## src/rtl/mpu_seq_pkg.sv

```systemverilog
// Shared definitions for the mpu sequencer: state encoding, default
// parameter values and the frame width helper.
package mpu_seq_pkg;

    // Sequencer states; the encoding is visible on the seq_state debug port.
    typedef enum logic [2:0] {
        S_IDLE      = 3'd0,
        S_ENG_RST   = 3'd1,
        S_INIT      = 3'd2,
        S_WAIT_INIT = 3'd3,
        S_WAIT_IDLE = 3'd4,
        S_START_RD  = 3'd5,
        S_STREAM    = 3'd6,
        S_HALT      = 3'd7
    } seq_state_e;

    localparam int FRAME_BYTES_DEF = 6;
    localparam int TIMEOUT_CYC_DEF = 50000;  // 1 ms at 50 MHz
    localparam int RST_CYC_DEF     = 16;

    // Width in bits of a frame of n bytes.
    function automatic int frame_w(input int n);
        return 8 * n;
    endfunction

    localparam int FRAME_W_DEF = frame_w(FRAME_BYTES_DEF);

endpackage

```

## src/rtl/mpu_frame_asm.sv

```systemverilog
// Frame assembler: detects rising edges of the engine byte strobe, shifts
// bytes into a frame register (first byte ends up in the MSB byte) and
// commits complete frames. A synchronous flush discards any partial frame
// and suppresses a commit in the same cycle.
module mpu_frame_asm
    import mpu_seq_pkg::*;
#(
    parameter int FRAME_BYTES = FRAME_BYTES_DEF
) (
    input  logic                         clk,
    input  logic                         rst_n,
    input  logic                         flush,
    input  logic                         data_avalid,
    input  logic [7:0]                   data,
    output logic                         byte_edge,
    output logic [8*FRAME_BYTES-1:0]     frame_data,
    output logic                         frame_valid,
    output logic [15:0]                  frame_cnt
);

    localparam int FRAME_W = frame_w(FRAME_BYTES);
    localparam int IDX_W   = $clog2(FRAME_BYTES + 1);

    logic               avalid_q, avalid_d;
    logic               edge_q, edge_d;
    logic [7:0]         byte_q, byte_d;
    logic [FRAME_W-1:0] shift_q, shift_d;
    logic [FRAME_W-1:0] shift_next;
    logic [IDX_W-1:0]   idx_q, idx_d;
    logic [FRAME_W-1:0] frame_q, frame_d;
    logic               valid_q, valid_d;
    logic [15:0]        cnt_q, cnt_d;

    // Edge detect, byte capture, shifting and frame commit.
    always_comb begin
        avalid_d   = data_avalid;
        edge_d     = data_avalid & ~avalid_q;
        byte_d     = edge_d ? data : byte_q;
        shift_next = (shift_q << 8) | FRAME_W'(byte_q);
        shift_d    = shift_q;
        idx_d      = idx_q;
        frame_d    = frame_q;
        valid_d    = 1'b0;
        cnt_d      = cnt_q;
        if (flush) begin
            shift_d = '0;
            idx_d   = '0;
        end else if (edge_q) begin
            if (idx_q == IDX_W'(FRAME_BYTES - 1)) begin
                frame_d = shift_next;
                valid_d = 1'b1;
                cnt_d   = cnt_q + 16'd1;
                shift_d = '0;
                idx_d   = '0;
            end else begin
                shift_d = shift_next;
                idx_d   = idx_q + IDX_W'(1);
            end
        end
    end

    // Assembler state registers.
    always_ff @(posedge clk or negedge rst_n) begin
        if (!rst_n) begin
            avalid_q <= 1'b0;
            edge_q   <= 1'b0;
            byte_q   <= '0;
            shift_q  <= '0;
            idx_q    <= '0;
            frame_q  <= '0;
            valid_q  <= 1'b0;
            cnt_q    <= '0;
        end else begin
            avalid_q <= avalid_d;
            edge_q   <= edge_d;
            byte_q   <= byte_d;
            shift_q  <= shift_d;
            idx_q    <= idx_d;
            frame_q  <= frame_d;
            valid_q  <= valid_d;
            cnt_q    <= cnt_d;
        end
    end

    assign byte_edge   = edge_q;
    assign frame_data  = frame_q;
    assign frame_valid = valid_q;
    assign frame_cnt   = cnt_q;

endmodule

```

## src/rtl/mpu_sequencer.sv

```systemverilog
// Top-level sequencer for the mpu I2C engine: engine reset, one-shot init,
// continuous streaming, frame assembly and watchdog recovery. Every stop or
// recovery passes through an engine reset pulse because the engine keeps
// streaming once started.
module mpu_sequencer
    import mpu_seq_pkg::*;
#(
    parameter int FRAME_BYTES = FRAME_BYTES_DEF,
    parameter int TIMEOUT_CYC = TIMEOUT_CYC_DEF,
    parameter int RST_CYC     = RST_CYC_DEF
) (
    input  logic                     clk,
    input  logic                     rst_n,
    input  logic                     enable,
    output logic                     mpu_rst_n,
    output logic                     mpu_init,
    output logic                     mpu_transfer,
    input  logic                     init_done,
    input  logic                     busy_now,
    input  logic                     data_avalid,
    input  logic [7:0]               data,
    output logic [8*FRAME_BYTES-1:0] frame_data,
    output logic                     frame_valid,
    output logic [15:0]              frame_cnt,
    output logic [7:0]               err_cnt,
    output logic [2:0]               seq_state
);

    localparam int TMR_MAX = (TIMEOUT_CYC > RST_CYC) ? TIMEOUT_CYC : RST_CYC;
    localparam int CNT_W   = $clog2(TMR_MAX + 1);

    seq_state_e       state_q, state_d;
    logic [CNT_W-1:0] timer_q, timer_d;
    logic [7:0]       err_q, err_d;
    logic             rst_n_q, rst_n_d;
    logic             init_q, init_d;
    logic             xfer_q, xfer_d;
    logic             wd_active;
    logic             wd_expired;
    logic             rst_done;
    logic             byte_edge;
    logic             flush;

    // Next state, shared timer (reset pulse width / watchdog), error count
    // and registered engine controls. Disable wins over watchdog and frames.
    always_comb begin
        state_d    = state_q;
        err_d      = err_q;
        wd_active  = (state_q == S_INIT) || (state_q == S_WAIT_INIT) ||
                     (state_q == S_START_RD) || (state_q == S_STREAM);
        wd_expired = wd_active && (timer_q == CNT_W'(TIMEOUT_CYC - 1));
        rst_done   = (timer_q == CNT_W'(RST_CYC - 1));

        if (!enable && (state_q != S_IDLE) && (state_q != S_HALT)) begin
            state_d = S_HALT;
        end else if (wd_expired) begin
            state_d = S_ENG_RST;
            if (err_q != 8'hFF) err_d = err_q + 8'd1;
        end else begin
            case (state_q)
                S_IDLE:      if (enable)                  state_d = S_ENG_RST;
                S_ENG_RST:   if (rst_done)                state_d = S_INIT;
                S_INIT:      if (busy_now)                state_d = S_WAIT_INIT;
                S_WAIT_INIT: if (init_done && !busy_now)  state_d = S_WAIT_IDLE;
                S_WAIT_IDLE: if (!busy_now)               state_d = S_START_RD;
                S_START_RD:  if (busy_now)                state_d = S_STREAM;
                S_STREAM:                                 state_d = S_STREAM;
                S_HALT:      if (rst_done)                state_d = S_IDLE;
                default:                                  state_d = S_IDLE;
            endcase
        end

        if (state_d != state_q) begin
            timer_d = '0;
        end else if (wd_active && byte_edge) begin
            timer_d = '0;
        end else if (wd_active || (state_q == S_ENG_RST) || (state_q == S_HALT)) begin
            timer_d = timer_q + CNT_W'(1);
        end else begin
            timer_d = '0;
        end

        rst_n_d = !((state_d == S_IDLE) || (state_d == S_ENG_RST) || (state_d == S_HALT));
        init_d  = (state_d == S_INIT);
        xfer_d  = (state_d == S_START_RD);
    end

    // Sequencer registers.
    always_ff @(posedge clk or negedge rst_n) begin
        if (!rst_n) begin
            state_q <= S_IDLE;
            timer_q <= '0;
            err_q   <= '0;
            rst_n_q <= 1'b0;
            init_q  <= 1'b0;
            xfer_q  <= 1'b0;
        end else begin
            state_q <= state_d;
            timer_q <= timer_d;
            err_q   <= err_d;
            rst_n_q <= rst_n_d;
            init_q  <= init_d;
            xfer_q  <= xfer_d;
        end
    end

    // Partial frames are dropped whenever streaming is not, or stops being, active.
    assign flush = (state_q != S_STREAM) || (state_d != S_STREAM);

    mpu_frame_asm #(
        .FRAME_BYTES (FRAME_BYTES)
    ) u_frame_asm (
        .clk         (clk),
        .rst_n       (rst_n),
        .flush       (flush),
        .data_avalid (data_avalid),
        .data        (data),
        .byte_edge   (byte_edge),
        .frame_data  (frame_data),
        .frame_valid (frame_valid),
        .frame_cnt   (frame_cnt)
    );

    assign mpu_rst_n    = rst_n_q;
    assign mpu_init     = init_q;
    assign mpu_transfer = xfer_q;
    assign err_cnt      = err_q;
    assign seq_state    = state_q;

endmodule
```

## config.mk

```make
export PLATFORM = sky130hd
export DESIGN_NAME = mpu_sequencer
export DESIGN_NICKNAME = d
export VERILOG_FILES = /design/src/rtl/mpu_seq_pkg.sv /design/src/rtl/mpu_frame_asm.sv /design/src/rtl/mpu_sequencer.sv
export SDC_FILE = /design/constraint.sdc
export NUM_CORES = 1
export LEC_CHECK = 0
export CAP_MARGIN = 10
export CORE_MARGIN = 2
export CORE_UTILIZATION = 54
export CTS_BUF_LIST = sky130_fd_sc_hd__clkbuf_16
export DETAILED_ROUTE_END_ITERATION = 6
export GPL_TIMING_DRIVEN = 0
export PLACE_DENSITY = 0.8
export SLEW_MARGIN = 20
export SYNTH_ARGS = -nofsm -noshare
export SYNTH_HDL_FRONTEND = slang
export SYNTH_HIERARCHICAL = 1
export SYNTH_SLANG_ARGS = --single-unit
```

## constraint.sdc

```tcl
create_clock -name clk -period 4.11 [get_ports clk]
set_input_delay 0.6165 -clock clk [delete_from_list [all_inputs] [get_ports clk]]
set_output_delay 0.6165 -clock clk [all_outputs]
set_load 0.02 [all_outputs]
```

# Word level (Yosys, flattened, before mapping)
# Cells that the tools add are included.
[classes]
add_sub_neg = 4
eq_ne = 19
n_mux = 22
bitwise = 5
reduce_logical = 22
[op_table]
columns = ["op", "n"]
rows = [
  ["$mux W40", 3],
  ["$mux W16", 3],
  ["$or A48 B8 Y48", 1],
  ["$mux W3", 12],
  ["$add A16 B1 Y16 const B", 2],
  ["$pmux W3 S8", 1],
  ["$eq A3 B3 Y1 const B", 7],
  ["$eq A16 B16 Y1 const B", 1],
  ["$eq A16 B4 Y1 const B", 1],
  ["$eq A3 B2 Y1 const B", 3],
  ["$ne A3 B3 Y1 const B", 3],
  ["$add A8 B1 Y8 const B", 1],
  ["$logic_or A1 B1 Y1", 8],
  ["$ne A8 B8 Y1 const B", 1],
  ["$eq A3 B1 Y1 const B", 2],
  ["$logic_not A3 Y1", 2],
  ["$reduce_and A3 Y1", 2],
  ["$logic_and A1 B1 Y1", 5],
  ["$add A3 B1 Y3 const B", 1],
  ["$logic_not A1 Y1", 3],
  ["$mux W1", 3],
  ["$ne A3 B3 Y1", 1],
  ["$not A1 Y1", 3],
  ["$reduce_bool A3 Y1", 1],
  ["other kinds (2)", 2],
]
[totals]
ff_bits = 148

# Longest topological paths before layout
# Gate-level depths: netlist of the first run.
[depth]
ltp_word = 11
depth_mapped = 13

# Modules after synthesis
# The synthesis of the first run kept the hierarchy.
[modules_own_cells]
columns = ["mod", "n_inst", "cells_per_inst", "area_per_inst_um2"]
rows = [
  ["mpu_frame_asm", 1, 287, 4456.8],
  ["mpu_sequencer", 1, 175, 1726.7],
]

# Worst setup path before layout of the first run
# OpenSTA, ideal clock, no wires.
[synth_timing]
path_type = "register to register"
start = "reg timer_q[0]"
end = "reg u_frame_asm.frame_q[10] (netlist: u_frame_asm/frame_data[10])"
arrival_ns = 2.802
setup_slack_ns = 1.183
stages_incl_launch_ff = 13
path_cell_list = "dfrtp_1 > ha_1 > and4b_1 > and3_1 > or3b_1 > buf_6 > o21ai_0 > a21oi_1 > nand4_1 > nand2b_1 > nor2_4 > buf_4 > mux2_2"
[synth_between]
elab_chain_len = 9
elab_cells_between_ends = 12
[synth_lines]
columns = ["element", "line_no", "rtl"]
rows = [
  ["start: declaration", "mpu_sequencer.sv:33", "logic [CNT_W-1:0] timer_q, timer_d;"],
  ["start signal: assignment", "mpu_sequencer.sv:99", "timer_q <= timer_d;"],
  ["$eq A16 B4 Y1", "mpu_sequencer.sv:52", "rst_done = (timer_q == CNT_W'(RST_CYC - 1));"],
  ["$mux W3, on equally long branches", "mpu_sequencer.sv:68, mpu_sequencer.sv:62", ""],
  ["$pmux W3 S8", "mpu_sequencer.sv:60", "case (state_q)"],
  ["$mux W3 (*)", "mpu_sequencer.sv:56", "end else if (wd_expired) begin"],
  ["$mux W3 (*)", "mpu_sequencer.sv:54", "if (!enable && (state_q != S_IDLE) && (state_q != S_HALT)) begin"],
  ["$ne A3 B3 Y1 (*)", "mpu_sequencer.sv:108", "assign flush = (state_q != S_STREAM) || (state_d != S_STREAM);"],
  ["$logic_or A1 B1 Y1 (*)", "mpu_sequencer.sv:108", ""],
  ["named net flush", "mpu_sequencer.sv:42", "logic flush;"],
  ["$not A1 Y1 (no line) (*)", "-", ""],
  ["$reduce_and A3 Y1 (no line) (*)", "-", ""],
  ["end signal: assignment", "mpu_frame_asm.sv:79", "frame_q <= frame_d;"],
  ["end: declaration", "mpu_frame_asm.sv:30", "logic [FRAME_W-1:0] frame_q, frame_d;"],
]
# Mark *: on every way through the listed nets, which the timed path passes. The rest lies on a longest branch.
# A chain may end at the register's enable or synchronous reset.

# Worst setup path in the final report of the first run
[layout_timing]
start = "in init_done"
end = "reg u_frame_asm.frame_q[10] (netlist: u_frame_asm/frame_data[10])"
[layout_between]
elab_chain_len = 9
[layout_lines]
columns = ["element", "line_no", "rtl"]
rows = [
  ["start: declaration", "mpu_sequencer.sv:18", "input logic init_done,"],
  ["$logic_and A1 B1 Y1", "mpu_sequencer.sv:64", "S_WAIT_INIT: if (init_done && !busy_now) state_d = S_WAIT_IDLE;"],
  ["$mux W3", "mpu_sequencer.sv:64", ""],
  ["$pmux W3 S8", "mpu_sequencer.sv:60", ""],
  ["$mux W3", "mpu_sequencer.sv:56", ""],
  ["$mux W3", "mpu_sequencer.sv:54", ""],
  ["named net state_d[2]", "mpu_sequencer.sv:32", "seq_state_e state_q, state_d;"],
  ["$ne A3 B3 Y1", "mpu_sequencer.sv:108", ""],
  ["$logic_or A1 B1 Y1", "mpu_sequencer.sv:108", ""],
  ["named net flush", "mpu_sequencer.sv:42", ""],
  ["$not A1 Y1 (no line)", "-", ""],
  ["$reduce_and A3 Y1 (no line)", "-", ""],
]
# The timed path passes the listed nets, and every way through them passes these cells.

==> reports/metrics.json, run 1 <==
{
  "design_area_final": {"value": 0.00788, "unit": "mm²"},
  "routed_via_density": {"value": 5.68},
  "cp.arrival": {"value": 3880, "unit": "ps"},
  "routed-wl-met2": {"value": 6190, "unit": "µm"},
  "h-tree-depth": {"value": 4},
  "synth.lib_cells_used.distinct": {"value": 49},
  "placement_rows": {"value": 39},
  "critPathCaptureType": {"value": "flop"},
  "cts_tree": {"value": "built"},
  "diodes": {"value": 0},
  "final_nets": {"value": 591},
  "number_of_buffers_added_by_the_clock_tree_synthesis_step": {"value": 17},
  "postCtsResizedCells": {"value": 0},
  "skew": {"value": 8.52, "unit": "ps"},
  "antenna_left": {"value": 0},
  "period_minus_slack": {"value": 3580, "unit": "ps"},
  "placeableCoreArea": {"value": 0.0113, "unit": "mm²"},
  "global_route_total_usage_across_every_layer": {"value": 0.217},
  "result_of_the_run": {"value": "complete, no violations"},
  "timing.final.crit_share": {"value": 0.871},
  "ys_ff_latch": {"value": 148},
  "max_cap_viol_count": {"value": 0},
  "worst_hold_path_type": {"value": "primary input to async pin"},
  "hold_viol_final": {"value": 0},
  "detailed_place.area": {"value": 0.00732, "unit": "mm²"},
  "timing.critical_path.required": {"value": 4410, "unit": "ps"},
  "ctsHoldBuffers": {"value": 0},
  "ioPinCount": {"value": 93},
  "grt_max_degree": {"value": 80},
  "grt_pass1_wl": {"value": 21300, "unit": "µm"},
  "worst_path_max_delay_cell": {"value": "o31ai_1"},
  "layout.cells.most_common": {"value": "dfrtp_1"},
  "synthCells": {"value": 462},
  "synth_edf_count": {"value": 0},
  "clk-insertion-delay-late": {"value": 420, "unit": "ps"},
  "synth-seq-area-share": {"value": 0.599},
  "timing.fmax": {"value": 0.279, "unit": "GHz"},
  "drt_first_iter_violations": {"value": 220},
  "slew_violations": {"value": 0},
  "grt_pass1_vias": {"value": 4141},
  "yosysWarnings": {"value": 6},
  "fillcell_total": {"value": 776},
  "timing.critical_path.cells": {"value": "clkdlybuf4s50_1, nor2b_1, and3_1, nor2_1, o31ai_1, nand4_1, nand2b_1, nor2_4, buf_4, mux2_2"},
  "syn-cell-area": {"value": 0.00618, "unit": "mm²"},
  "highest-signal-layer": {"value": "met4"},
  "report.final.setup_viol": {"value": 0},
  "die-height": {"value": 111, "unit": "µm"},
  "ctsLongestPathBuffers": {"value": 2},
  "drt_drc_violations_left": {"value": 0},
  "path_clk_slew": {"value": 60, "unit": "ps"},
  "total_power": {"value": 3.52, "unit": "mW"},
  "fin_tns_setup": {"value": 0, "unit": "ps"},
  "initial_antenna_violation_count": {"value": 0},
  "post_synth.cell_area_avg": {"value": 13.4, "unit": "µm²"},
  "starting_density_of_the_core": {"value": 0.549},
  "dpl.cell_count": {"value": 698},
  "met1_length": {"value": 5500, "unit": "µm"},
  "worst-setup-path-type": {"value": "primary input to flop"},
  "cts_root_buf": {"value": "clkbuf_16"},
  "dr_total_vias": {"value": 4149},
  "overflow": {"value": 0},
  "die-width": {"value": 111, "unit": "µm"},
  "routed-wl-met3": {"value": 706, "unit": "µm"},
  "crit_path_max_fanout": {"value": 10},
  "rsz0062_at_grt": {"value": "no"},
  "vdd.ir_drop.worst": {"value": 0.292, "unit": "mV"},
  "cts.sink_count": {"value": 148},
  "final_weighted_congestion_in_routability_driven_placement": {"value": 0.865},
  "postRouteWirelength": {"value": 12600, "unit": "µm"},
  "timing.slew.headroom": {"value": 0.600},
  "area_growth_syn_to_layout": {"value": 27.4, "unit": "%"},
  "finish.cell_count_without_fillers": {"value": 730},
  "portBuffers": {"value": 92},
  "avgRoutedWirePerCell": {"value": 17.2, "unit": "µm"},
  "highest_count_cells_in_the_layout_ignoring_fill_and_taps": {"value": "dfrtp_1 (148), clkdlybuf4s50_1 (91), mux2_2 (59)"},
  "tightest_slew": {"value": 594, "unit": "ps"},
  "power_leakage": {"value": 3.73, "unit": "nW"},
  "timing.critical_path.slowest_cell_delay": {"value": 530, "unit": "ps"},
  "share_of_final_layout_standard_cells_stronger_than_drive_strength_1": {"value": 0.196},
  "hpwlAfterDp": {"value": 8600, "unit": "µm"},
  "power_density": {"value": 447, "unit": "mW/mm²"},
  "synthesis.nets": {"value": 479},
  "ys.flop_type": {"value": "dfrtp_1"},
  "critical_path_source_type": {"value": "primary input"},
  "postSynth.asyncResetShare": {"value": 1.00},
  "final_core_utilization": {"value": 0.699},
  "drtPass1Iterations": {"value": 4},
  "post_cts.repair.setup_buffers": {"value": 0},
  "design.die.area": {"value": 0.0123, "unit": "mm²"}
}
==> kinds of logic after synthesis <==
kind of cell | after synthesis | share of synthesized area
flops | 148 | 0.599
simple gates | 123 | 0.120
compound gates | 63 | 0.0878
mux | 60 | 0.109
xor+xnor | 38 | 0.0538
buf+inv | 26 | 0.0227
fa+ha+maj | 4 | 0.00769
==> power breakdown <==
group,switching (mW),leakage [nW],internal (mW)
clock network,0.581,0.275,0.884
registers,0.0463,2.02,1.51
logic,0.300,1.43,0.195
total,0.928,3.73,2.59
==> worst max-delay path, delay by kind of cell <==
| kind | cells | cell delay, ps |
|---|---|---|
| AOI/OAI and AO/OA | 1 | 530 |
| buffers and inverters | 2 | 780 |
| and+or+nand+nor | 6 | 1590 |
| muxes | 1 | 350 |
==> final timing paths <==
check	from	endpoint	slack, ps	depth (start not counted)
max	init_done	u_frame_asm/frame_data[10]$_DFFE_PN0P_	530	10
min	rst_n	u_frame_asm/frame_cnt[15]$_DFFE_PN0P_	140	1
max reg2reg	timer_q[0]$_DFF_PN0_	u_frame_asm/frame_data[10]$_DFFE_PN0P_	630	12
min reg2reg	u_frame_asm/frame_cnt[15]$_DFFE_PN0P_	u_frame_asm/frame_cnt[15]$_DFFE_PN0P_	470	1
max in group asynchronous	rst_n	timer_q[4]$_DFF_PN0_	3230	2
min in group clk	u_frame_asm/frame_cnt[15]$_DFFE_PN0P_	u_frame_asm/frame_cnt[15]$_DFFE_PN0P_	470	1
==> metal layers <==
metal  up-vias  GRT usage
met5         -          0
met1      2081      0.297
met4         0     0.0856
met3        19     0.0569
li1       1908          -
met2       141      0.336
==> sequential cells by signal, summed over array words and instances (netlist names) <==
register / cells
u_frame_asm/byte_q: 8
seq_state: 3
u_frame_asm/frame_data: 48
timer_q: 16
u_frame_asm/byte_edge: 1
u_frame_asm/shift_q: 40
u_frame_asm/idx_q: 3
err_cnt: 8
mpu_rst_n: 1
u_frame_asm/frame_cnt: 16
u_frame_asm/frame_valid: 1
u_frame_asm/avalid_q: 1
mpu_init: 1
mpu_transfer: 1
==> cells in the mapped netlist, types with 6 or more instances <==
cell,number,area share
nand4_1,13,0.013
mux2_2,59,0.11
nand3_1,12,0.0097
nor2_1,16,0.0097
clkbuf_1,9,0.0055
xnor2_1,24,0.034
a22o_1,40,0.057
nand2_1,24,0.015
dfrtp_1,148,0.60
buf_4,6,0.0073
and3_1,9,0.0091
xor2_1,14,0.020
nor3_1,20,0.016
==> per-stage QoR <==
step | hold slack, ps | setup slack (ps)
after floorplan | 321 | 1180
final | 143 | 531
after global routing | 185 | 356
after detailed placement | 465 | 176
after CTS | 160 | 560
after global placement | 464 | -3190
==> area by class of cell <==
class	count	area (µm²)	area share
Sequential cell	148	3700	0.470
Timing Repair Buffer	93	953	0.121
Inverter	5	18.8	0.00238
Tap cell	143	179	0.0227
Clock inverter	15	138	0.0175
Buffer	21	121	0.0154
Clock buffer	17	425	0.0540
Multi-Input combinational cell	288	2340	0.297
Power figures use the tool's default switching activity.
==> inputs of run 2 (changes only) <==
--- a/config.mk
+++ b/config.mk
@@ -7,11 +7,12 @@
 export LEC_CHECK = 0
 export CAP_MARGIN = 10
 export CORE_MARGIN = 2
-export CORE_UTILIZATION = 54
+export CORE_UTILIZATION = 63
 export CTS_BUF_LIST = sky130_fd_sc_hd__clkbuf_16
 export DETAILED_ROUTE_END_ITERATION = 6
+export DONT_BUFFER_PORTS = 1
 export GPL_TIMING_DRIVEN = 0
-export PLACE_DENSITY = 0.8
+export PLACE_DENSITY = 0.9
 export SLEW_MARGIN = 20
 export SYNTH_ARGS = -nofsm -noshare
 export SYNTH_HDL_FRONTEND = slang
==> reports/metrics.json, run 2 (synthesized netlist as in run 1, its figures left out) <==
{
  "overflow": {"value": 0, "change": "unchanged"},
  "number_of_buffers_added_by_the_clock_tree_synthesis_step": {"value": 17, "change": "unchanged"},
  "routed_via_density": {"value": 6.10, "change": "was 5.68"},
  "final_nets": {"value": 499, "change": "was 591"},
  "grt_pass1_vias": {"value": 3824, "change": "was 4,141"},
  "placement_rows": {"value": 36, "change": "was 39"},
  "global_route_total_usage_across_every_layer": {"value": 0.239, "change": "was 0.217"},
  "cts.sink_count": {"value": 148, "change": "unchanged"},
  "timing.fmax": {"value": 0.284, "unit": "GHz", "change": "was 0.279 GHz"},
  "timing.critical_path.max_delay_family": {"value": "simple AND/OR/NAND/NOR gates", "change": "unchanged"},
  "hold-worst-slack": {"value": 190, "unit": "ps", "change": "was 143 ps"},
  "timing.slew.headroom": {"value": 0.535, "change": "was 0.600"},
  "initial_antenna_violation_count": {"value": 0, "change": "unchanged"},
  "avgRoutedWirePerCell": {"value": 19.6, "unit": "µm", "change": "was 17.2 µm"},
  "antenna_left": {"value": 0, "change": "unchanged"},
  "global_route.usage.met2": {"value": 0.394, "change": "was 0.336"},
  "die-height": {"value": 103, "unit": "µm", "change": "was 111 µm"},
  "drt_drc_violations_left": {"value": 0, "change": "unchanged"},
  "critical_path_source_type": {"value": "flop", "change": "was primary input"},
  "timing.critical_path.cells": {"value": "clkbuf_1, and3_1, nor2_1, o31ai_1, nand4_1, nand2b_1, nor2_4, buf_4, mux2_2", "change": "was clkdlybuf4s50_1, nor2b_1, and3_1, nor2_1, o31ai_1, nand4_1, nand2b_1, nor2_4, buf_4, mux2_2"},
  "ctsLongestPathBuffers": {"value": 2, "change": "unchanged"},
  "h-tree-depth": {"value": 4, "change": "unchanged"},
  "final_weighted_congestion_in_routability_driven_placement": {"value": 0.812, "change": "was 0.865"},
  "grt_max_degree": {"value": 149, "change": "was 80"},
  "use_met3": {"value": 0.0814, "change": "was 0.0569"},
  "power_density": {"value": 495, "unit": "mW/mm²", "change": "was 447 mW/mm²"},
  "hold_viol_final": {"value": 0, "change": "unchanged"},
  "period_minus_slack": {"value": 3520, "unit": "ps", "change": "was 3580 ps"},
  "tightest_slew": {"value": 697, "unit": "ps", "change": "was 594 ps"},
  "cp.arrival": {"value": 3820, "unit": "ps", "change": "was 3880 ps"},
  "postCtsResizedCells": {"value": 0, "change": "unchanged"},
  "dr_total_vias": {"value": 3828, "change": "was 4,149"},
  "rsz0062_at_grt": {"value": "no", "change": "unchanged"},
  "ioPinCount": {"value": 93, "change": "unchanged"},
  "starting_density_of_the_core": {"value": 0.641, "change": "was 0.549"},
  "ctsHoldBuffers": {"value": 1, "change": "was 0"},
  "worst_hold_path_type": {"value": "primary input to async pin", "change": "unchanged"},
  "postRouteWirelength": {"value": 12300, "unit": "µm", "change": "was 12,600 µm"},
  "worst_path_max_delay_cell": {"value": "dfrtp_1", "change": "was o31ai_1"},
  "grt_pass1_wl": {"value": 19300, "unit": "µm", "change": "was 21,300 µm"},
  "drt_first_iter_violations": {"value": 248, "change": "was 220"},
  "report.final.setup_viol": {"value": 0, "change": "unchanged"},
  "post_cts.repair.setup_buffers": {"value": 0, "change": "unchanged"},
  "max_cap_viol_count": {"value": 0, "change": "unchanged"},
  "diodes": {"value": 0, "change": "unchanged"},
  "fin_tns_setup": {"value": 0, "unit": "ps", "change": "unchanged"},
  "portBuffers": {"value": 0, "change": "was 92"},
  "highest_count_cells_in_the_layout_ignoring_fill_and_taps": {"value": "dfrtp_1 (148), mux2_2 (59), a22o_1 (40)", "change": "was dfrtp_1 (148), clkdlybuf4s50_1 (91), mux2_2 (59)"},
  "result_of_the_run": {"value": "complete, no violations", "change": "unchanged"},
  "slew_violations": {"value": 0, "change": "unchanged"},
  "hpwlAfterDp": {"value": 8000, "unit": "µm", "change": "was 8600 µm"},
  "gr-max-usage-layer": {"value": "met2", "change": "unchanged"},
  "timing.critical_path.slowest_cell_delay": {"value": 580, "unit": "ps", "change": "was 530 ps"},
  "cts_root_buf": {"value": "clkbuf_16", "change": "unchanged"},
  "power_leakage": {"value": 3.39, "unit": "nW", "change": "was 3.73 nW"},
  "design.die.area": {"value": 0.0106, "unit": "mm²", "change": "was 0.0123 mm²"},
  "placeableCoreArea": {"value": 0.00964, "unit": "mm²", "change": "was 0.0113 mm²"},
  "clk-insertion-delay-late": {"value": 420, "unit": "ps", "change": "about the same"},
  "die-width": {"value": 103, "unit": "µm", "change": "was 111 µm"},
  "skew": {"value": 12.2, "unit": "ps", "change": "was 8.52 ps"},
  "cts_tree": {"value": "built", "change": "unchanged"},
  "layout.cells.most_common": {"value": "dfrtp_1", "change": "unchanged"},
  "globalRouteMet1Util": {"value": 0.301, "change": "was 0.297"},
  "max_reg_flops": {"value": 48, "change": "unchanged"},
  "area_growth_syn_to_layout": {"value": 12.1, "unit": "%", "change": "was 27.4%"},
  "share_of_final_layout_standard_cells_stronger_than_drive_strength_1": {"value": 0.238, "change": "was 0.196"},
  "worst-setup-path-type": {"value": "flop to flop", "change": "was primary input to flop"},
  "timing.final.crit_share": {"value": 0.855, "change": "was 0.871"},
  "drtPass1Iterations": {"value": 4, "change": "unchanged"},
  "timing.critical_path.required": {"value": 4410, "unit": "ps", "change": "about the same"},
  "worst-path-buf-inv": {"value": 2, "change": "unchanged"},
  "vdd.ir_drop.worst": {"value": 0.233, "unit": "mV", "change": "was 0.292 mV"},
  "crit_path_max_fanout": {"value": 10, "change": "unchanged"},
  "path_clk_slew": {"value": 70, "unit": "ps", "change": "was 60 ps"},
  "critPathCaptureType": {"value": "flop", "change": "unchanged"}
}
-- run 2: path summary, 6_finish.rpt --
kind	startpoint	to	slack, ps	cells after the start
max	seq_state[1]$_DFF_PN0_	u_frame_asm/frame_data[31]$_DFFE_PN0P_	590	9
min	rst_n	u_frame_asm/frame_cnt[13]$_DFFE_PN0P_	190	1
max reg2reg	seq_state[1]$_DFF_PN0_	u_frame_asm/frame_data[31]$_DFFE_PN0P_	590	9
min reg2reg	timer_q[0]$_DFF_PN0_	timer_q[0]$_DFF_PN0_	490	1
max in group asynchronous	rst_n	timer_q[3]$_DFF_PN0_	3390	1
min in group clk	data_avalid	u_frame_asm/avalid_q$_DFF_PN0_	220	0
-- run 2: stage by stage --
step | util | instance area [µm²] | cells | power [mW] | setup WS [ps]
finish | 0.719 | 6930 | 628 | 3.43 | 595
global route | 0.719 | 6930 | 628 | 3.58 | 240
CTS | 0.719 | 6930 | 628 | 3.45 | 574
detailed placement | 0.659 | 6350 | 595 | 2.00 | 564
global placement | 0.659 | 6350 | 595 | 1.99 | 591
floorplan | - | 6180 | 462 | 1.91 | 1180
-- run 2: final cells by class --
class | count | area, µm²
flip-flops and latches | 148 | 3700
fillers | 642 | 2710
multi-input cells | 288 | 2340
clock buffers | 17 | 425
well taps | 133 | 166
clock inverters | 15 | 129
plain buffers | 21 | 121
repair buffers | 1 | 27.5
inverters | 5 | 18.8
-- run 2: worst reg2reg max path: stages (launching register included) --
cell and delay [ps]:
dfrtp_1 580, clkbuf_1 410, and3_1 250, nor2_1 50
o31ai_1 510, nand4_1 350, nand2b_1 300, nor2_4 310
buf_4 270, mux2_2 380
-- run 2: power by group --
| group | internal [mW] | switching (mW) | total [mW] |
|---|---|---|---|
| registers | 1.51 | 0.0671 | 1.58 |
| logic | 0.161 | 0.269 | 0.429 |
| clock network | 0.787 | 0.635 | 1.42 |
| total | 2.46 | 0.971 | 3.43 |
-- run 2: per-layer routing --
layer / share of wire / wire (µm)
met1: 0.41 / 5100
met2: 0.50 / 6190
met3: 0.065 / 802
met4: 0.016 / 201
met5: 0 / 0
==> inputs of run 3 (changes only) <==
--- a/config.mk
+++ b/config.mk
@@ -18,3 +18,4 @@
 export SYNTH_HDL_FRONTEND = slang
 export SYNTH_HIERARCHICAL = 1
 export SYNTH_SLANG_ARGS = --single-unit
+export TNS_END_PERCENT = 1
==> results of run 3 <==
No change in the layout: final DEF, timing and power equal those of run 2.
